[src/rtl/noc_pe_rx_sink.sv]
// Receive-side NoC endpoint: checks destination and per-source sequence, buffers payloads in a FIFO.
// Optional latency statistics are compiled in when RX_LATENCY_EN is defined.
module noc_pe_rx_sink #(
  parameter int X           = 2,
  parameter int Y           = 2,
  parameter int x_size      = $clog2(X),
  parameter int y_size      = $clog2(Y),
  parameter int data_width  = 256,
  parameter int MY_X        = 0,
  parameter int MY_Y        = 0,
  parameter int EXPECT_PKTS = 1000,
  parameter int FIFO_DEPTH  = 4
) (
  input  logic                                clk,
  input  logic                                rstn,
  input  logic                                w_valid_pe,
  input  logic [x_size+y_size+data_width-1:0] w_data_pe,
  input  logic [31:0]                         cycle_now,
  output logic                                o_valid,
  output logic [data_width-1:0]               o_data,
  input  logic                                o_ready,
  output logic [31:0]                         rx_count,
  output logic                                err_addr,
  output logic                                err_seq,
  output logic                                overflow,
  output logic                                done,
  output logic [31:0]                         lat_max,
  output logic [47:0]                         lat_sum
);

  localparam int PW  = x_size + y_size + data_width;
  localparam int NPE = X * Y;
  localparam int SW  = (NPE > 1) ? $clog2(NPE) : 1;
  localparam int AW  = $clog2(FIFO_DEPTH);

  function automatic logic [31:0] sat_inc32(input logic [31:0] a);
    return (a == 32'hFFFF_FFFF) ? a : a + 32'd1;
  endfunction

  // Stage 1: raw capture of the router local port
  logic          r_vld_p1, r_vld_p2;
  logic [PW-1:0] r_data_p1, r_data_p2;

  always_ff @(posedge clk or negedge rstn) begin
    if (!rstn) begin
      r_vld_p1 <= 1'b0;
      r_vld_p2 <= 1'b0;
    end else begin
      r_vld_p1 <= w_valid_pe;
      r_vld_p2 <= r_vld_p1;
    end
  end

  always_ff @(posedge clk) begin
    r_data_p1 <= w_data_pe;
    r_data_p2 <= r_data_p1;
  end

  // Stage 2: checks against the held packet; results land on the next edge
  logic [x_size-1:0]     w_xdst;
  logic [y_size-1:0]     w_ydst;
  logic [data_width-1:0] w_payload;
  logic [31:0]           w_ts;
  logic [15:0]           w_seq;
  logic [7:0]            w_src;
  logic [SW-1:0]         w_idx;
  logic                  w_addr_ok, w_src_ok, w_seq_bad;
  logic [31:0]           w_cnt_next;

  assign w_xdst     = r_data_p2[PW-1 -: x_size];
  assign w_ydst     = r_data_p2[data_width +: y_size];
  assign w_payload  = r_data_p2[data_width-1:0];
  assign w_ts       = w_payload[31:0];
  assign w_seq      = w_payload[47:32];
  assign w_src      = w_payload[55:48];
  assign w_idx      = w_src[SW-1:0];
  assign w_addr_ok  = (w_xdst == x_size'(MY_X)) && (w_ydst == y_size'(MY_Y));
  assign w_src_ok   = ({24'd0, w_src} < 32'(NPE));
  assign w_cnt_next = sat_inc32(rx_count);

  // Next expected sequence per source; resynchronises on every packet so one gap flags once
  logic [15:0] r_seq_tbl [NPE];

  assign w_seq_bad = !w_src_ok || (w_seq != r_seq_tbl[w_idx]);

  always_ff @(posedge clk or negedge rstn) begin
    if (!rstn) begin
      for (int i = 0; i < NPE; i++) r_seq_tbl[i] <= 16'd0;
    end else if (r_vld_p2 && w_src_ok) begin
      r_seq_tbl[w_idx] <= w_seq + 16'd1;
    end
  end

  // Output FIFO, pointers carry one extra wrap bit
  logic [data_width-1:0] r_mem [FIFO_DEPTH];
  logic [AW:0]           r_wr_ptr, r_rd_ptr;
  logic                  w_empty, w_full, w_pop, w_push;

  assign w_empty = (r_wr_ptr == r_rd_ptr);
  assign w_full  = (r_wr_ptr[AW] != r_rd_ptr[AW]) && (r_wr_ptr[AW-1:0] == r_rd_ptr[AW-1:0]);
  assign w_pop   = !w_empty && o_ready;
  assign w_push  = r_vld_p2 && (!w_full || w_pop);
  assign o_valid = !w_empty;
  assign o_data  = w_empty ? '0 : r_mem[r_rd_ptr[AW-1:0]];

  always_ff @(posedge clk or negedge rstn) begin
    if (!rstn) begin
      r_wr_ptr <= '0;
      r_rd_ptr <= '0;
    end else begin
      if (w_push) r_wr_ptr <= r_wr_ptr + 1'b1;
      if (w_pop)  r_rd_ptr <= r_rd_ptr + 1'b1;
    end
  end

  always_ff @(posedge clk) begin
    if (w_push) r_mem[r_wr_ptr[AW-1:0]] <= w_payload;
  end

  // Counters and sticky error flags
  logic [31:0] r_rx_count;
  logic        r_err_addr, r_err_seq, r_overflow, r_done;

  always_ff @(posedge clk or negedge rstn) begin
    if (!rstn) begin
      r_rx_count <= 32'd0;
      r_err_addr <= 1'b0;
      r_err_seq  <= 1'b0;
      r_overflow <= 1'b0;
      r_done     <= 1'b0;
    end else if (r_vld_p2) begin
      r_rx_count <= w_cnt_next;
      if (!w_addr_ok)          r_err_addr <= 1'b1;
      if (w_seq_bad)           r_err_seq  <= 1'b1;
      if (w_full && !w_pop)    r_overflow <= 1'b1;
      if ((EXPECT_PKTS != 0) && (w_cnt_next == 32'(EXPECT_PKTS))) r_done <= 1'b1;
    end
  end

  assign rx_count = r_rx_count;
  assign err_addr = r_err_addr;
  assign err_seq  = r_err_seq;
  assign overflow = r_overflow;
  assign done     = r_done;

`ifdef RX_LATENCY_EN
  function automatic logic [47:0] sat_add48(input logic [47:0] a, input logic [31:0] b);
    logic [48:0] s;
    s = {1'b0, a} + {17'd0, b};
    return s[48] ? {48{1'b1}} : s[47:0];
  endfunction

  logic [31:0] w_lat;
  logic [31:0] r_lat_max;
  logic [47:0] r_lat_sum;

  assign w_lat = cycle_now - w_ts;

  always_ff @(posedge clk or negedge rstn) begin
    if (!rstn) begin
      r_lat_max <= 32'd0;
      r_lat_sum <= 48'd0;
    end else if (r_vld_p2) begin
      if (w_lat > r_lat_max) r_lat_max <= w_lat;
      r_lat_sum <= sat_add48(r_lat_sum, w_lat);
    end
  end

  assign lat_max = r_lat_max;
  assign lat_sum = r_lat_sum;
`else
  logic w_unused_lat;
  assign w_unused_lat = ^{cycle_now, w_ts};
  assign lat_max      = 32'd0;
  assign lat_sum      = 48'd0;
`endif

endmodule
[config.mk]
export PLATFORM = sky130hd
export DESIGN_NAME = noc_pe_rx_sink
export DESIGN_NICKNAME = d
export VERILOG_FILES = /design/src/rtl/noc_pe_rx_sink.sv
export SDC_FILE = /design/constraint.sdc
export NUM_CORES = 2
export LEC_CHECK = 0
export ABC_AREA = 1
export BUFFER_PORTS_ARGS = -buffer_cell sky130_fd_sc_hd__buf_2
export CAP_MARGIN = 10
export CORE_MARGIN = 4
export CORE_UTILIZATION = 42
export DETAILED_ROUTE_END_ITERATION = 8
export GPL_TIMING_DRIVEN = 1
export PLACE_DENSITY = 0.61
export RECOVER_POWER = 50
export SLEW_MARGIN = 20
export SYNTH_ARGS = -nofsm -noshare
export SYNTH_HDL_FRONTEND = slang
export SYNTH_SLANG_ARGS = --single-unit
export TNS_END_PERCENT = 5
[constraint.sdc]
create_clock -name clk -period 16.2 [get_ports clk]
set_clock_uncertainty 0.1 [all_clocks]
set_input_delay 2.43 -clock clk [delete_from_list [all_inputs] [get_ports clk]]
set_output_delay 2.43 -clock clk [all_outputs]
set_load 0.02 [all_outputs]
==> run summary <==
Xor and xnor area share after synthesis: 0.00368
Data arrival time of the critical path: 5.54 ns
Slew margin rel.: -0.220
Syn_area_per_cell: 12.6 um^2
Fmax: 0.124 GHz
Total number of yosys warnings: 0
Routed WL per cell: 18.4 um
# hold bufs at CTS: 0
GP Congestion: 0.900
Multi-input combinational cell area: 0.0109 mm^2
Core Area: 0.135 mm^2
Critical Path Fanout Max: 127
I/O Buffers: 554
Vias: 34700
Worst r2r path cells: 9
Number of placement rows: 135
Post-synth ARST share: 0.0655
Net Sw Frac: 0.371
Overflow after GRT: 0
Post-DRT Antenna Nets: 0
First-pass GRT wire length: 193000 um
Main combinational cell family by area after synthesis: simple AND/OR/NAND/NOR gates
FF-to-FF Start: r_rd_ptr[0]
Hold Crit Depth: 0
Maximum clock path buffer count: 3
CTS H-tree lvls: 4
Post-Syn Area: 0.0571 mm^2
Gate Count Post-Synth: 4527
Yosys top cell area share: 0.538
Initial drt markers: 2432
Area delta synth->final: 17.0%
Register area share after synthesis: 0.767
Internal power: 8520 uW
Fill count: 11800
Gate power share: 0.324
Synth cell count leaders: edfxtp_1, nor2_1, nand2_1
DP Worst Slack: 8.78 ns
CTS tree: yes
Crit start category: register
RSZ-0062 raised after global routing: no
Setup Fix Bufs, Post-CTS: 0
Hold WC Path Type: register to register
Clock share of power: 0.280
Initial antenna violation count: 16
Register Area: 0.0438 mm^2
WHS Endpoint: r_data_p2[174]
Post-DP HPWL: 75800 um
Slew @ Worst Pin: 1.83 ns
Synth Area in Compound Gates: 0.0711
Status: complete, but fails checks
Clk_lat worst skew: 0.81 ns
Failing checks: capacitance limit, slew limit
TritonCTS Sinks: 1648
MaxCap Viol Count: 1
Yosys top cell by area: edfxtp_1
Max-slew violation count: 45
Final period util: 0.498
Min cycle time layout: 8.07 ns
DIE WIDTH: 377 um
# DRC: 0
Top FF cell, synth: edfxtp_1
Pre-antenna DRT Iters: 6
Die ar.: 0.142 mm^2
Setup Viol. Count Final: 0
WHS: 0.190 ns
Lkg Pwr: 0.0266 uW
Synth Area in Simple Gates: 0.109
Clock Pin Slew Worst Setup and Hold Paths: 0.06 ns
Starting Density: 0.422
Largest net degree at the start of global routing: 157
Synth unique cells: 36
RR Endpoint: r_mem[1][161]
Fin nets: 5368
Share of total power in sequential cells: 0.396
FF-to-FF setup slack: 10.54 ns
Total Wirelength: 129000 um
Final hold viol count: 0
WS Path Type: register to output pin
Post-synthesis mux area share: 0
Largest cells by area after synthesis: edfxtp_1, dfxtp_1, nor2_1, dfrtp_1, nand2_1
Top-count cell post-synth: edfxtp_1
Final setup margin: 8.13 ns
GRT Total Usage: 0.176
Post-synth EDFFs: 1024
Synth Area in Adders: 0.00153
Setup tns final: 0 ns
Switch Pwr: 5020 uW
Vias per cell: 4.96
Vias in the first global route: 33300
Inst Count DP: 6680
Pwr Density: 203 mW/mm^2
Cell Count, Final, Fillers Out: 7000
# resized after CTS: 0
Critical Path RT: 13.67 ns
Share of post-route cells with drive strength above 1: 0.153
Peak VDD IR: 0.123 mV
# IOs: 667
Min-delay src: r_data_p1[174]
Root Buffer: clkbuf_16
Synthesized flop and latch total: 1648
Die Y: 377 um
CP Capture Type: output pin
CTS buffer count: 166
cells by family after synthesis:
kind of cell,Yosys count
adders and majority gates,7
xor gates and xnor gates,24
buffers and inverters,637
other,1
AOI/OAI and AO/OA,609
DFF,1648
and+or+nand+nor,1601
cells in the final DEF, fill, tap and decap left out, types with 8 or more instances in the layout:
cell type	n
nand3_1	48
nand4_1	10
clkbuf_16	168
xor2_1	21
nor2_1	879
a22oi_1	17
dfxtp_1	516
dfrtp_1	106
bufinv_16	9
edfxtp_1	1024
a21oi_1	8
inv_1	328
clkbuf_1	128
buf_2	481
clkbuf_8	24
clkinv_2	22
nand2_1	634
buf_4	40
clkinv_1	11
o32ai_1	256
conb_1	80
o21ai_0	318
registers in the layout (all words and copies together), names as in the netlist:
| register | count |
|---|---|
| r_mem | 1024 |
| r_data_p1 | 258 |
| r_data_p2 | 258 |
| r_seq_tbl | 64 |
| rx_count | 32 |
| r_rd_ptr | 3 |
| r_wr_ptr | 3 |
| done | 1 |
| err_addr | 1 |
| err_seq | 1 |
| overflow | 1 |
| r_vld_p1 | 1 |
| r_vld_p2 | 1 |
through the flow:
stage	instance area (um^2)	total power (uW)	util
2_1_floorplan	57400	8470	-
3_3_place_gp	61300	9900	0.453
3_5_place_dp	61300	9940	0.453
4_1_cts	66900	13800	0.494
5_1_grt	66800	14300	0.494
6_report	66800	13500	0.494
how the worst max path moves through the flow:
stage | start | to | slack, ns | cells after the start
2_1_floorplan | o_ready | r_mem[3][0] | 1.85 | 4
3_3_place_gp | r_rd_ptr[0] | o_data[228] | 8.79 | 9
3_5_place_dp | r_rd_ptr[0] | o_data[228] | 8.78 | 9
4_1_cts | r_rd_ptr[0] | o_data[161] | 7.88 | 9
5_1_grt | r_rd_ptr[0] | o_data[228] | 7.75 | 9
6_report | r_rd_ptr[0] | o_data[161] | 8.13 | 9
worst max-delay path, cell delays in order (launching register included):
cell and delay, ns:
dfrtp_4 1.00, inv_8 0.42, nand2_1 0.19, a21oi_1 0.13, nand2_4 0.64, buf_4 0.86
buf_4 0.86, nand2_1 0.12, inv_1 0.19, buf_2 0.20
cell type report:
type                       count  area share
antenna                        6    0.000225
clock buffer                 247      0.0710
sequential                  1648       0.656
tap                         1781      0.0334
multi-input combinational   2321       0.163
clock inverter                67      0.0123
timing repair buffer         597      0.0453
inverter                     333      0.0188
power groups by stage:
stage	combinational [uW]	sequential, uW	clock (uW)
after floorplan	2870	5600	0
after global placement	4470	5440	0
after detailed placement	4490	5450	0
after CTS	4500	5370	3890
after global routing	4830	5410	4060
final	4390	5360	3790
layer usage:
layer,global-route usage,routed length (um),vias to the layer above
li1,-,-,16400
met1,0.232,54500,17000
met2,0.289,61400,1072
met3,0.0379,8740,227
met4,0.0633,3930,12
met5,0,79,-
Power figures use the tool's default switching activity.
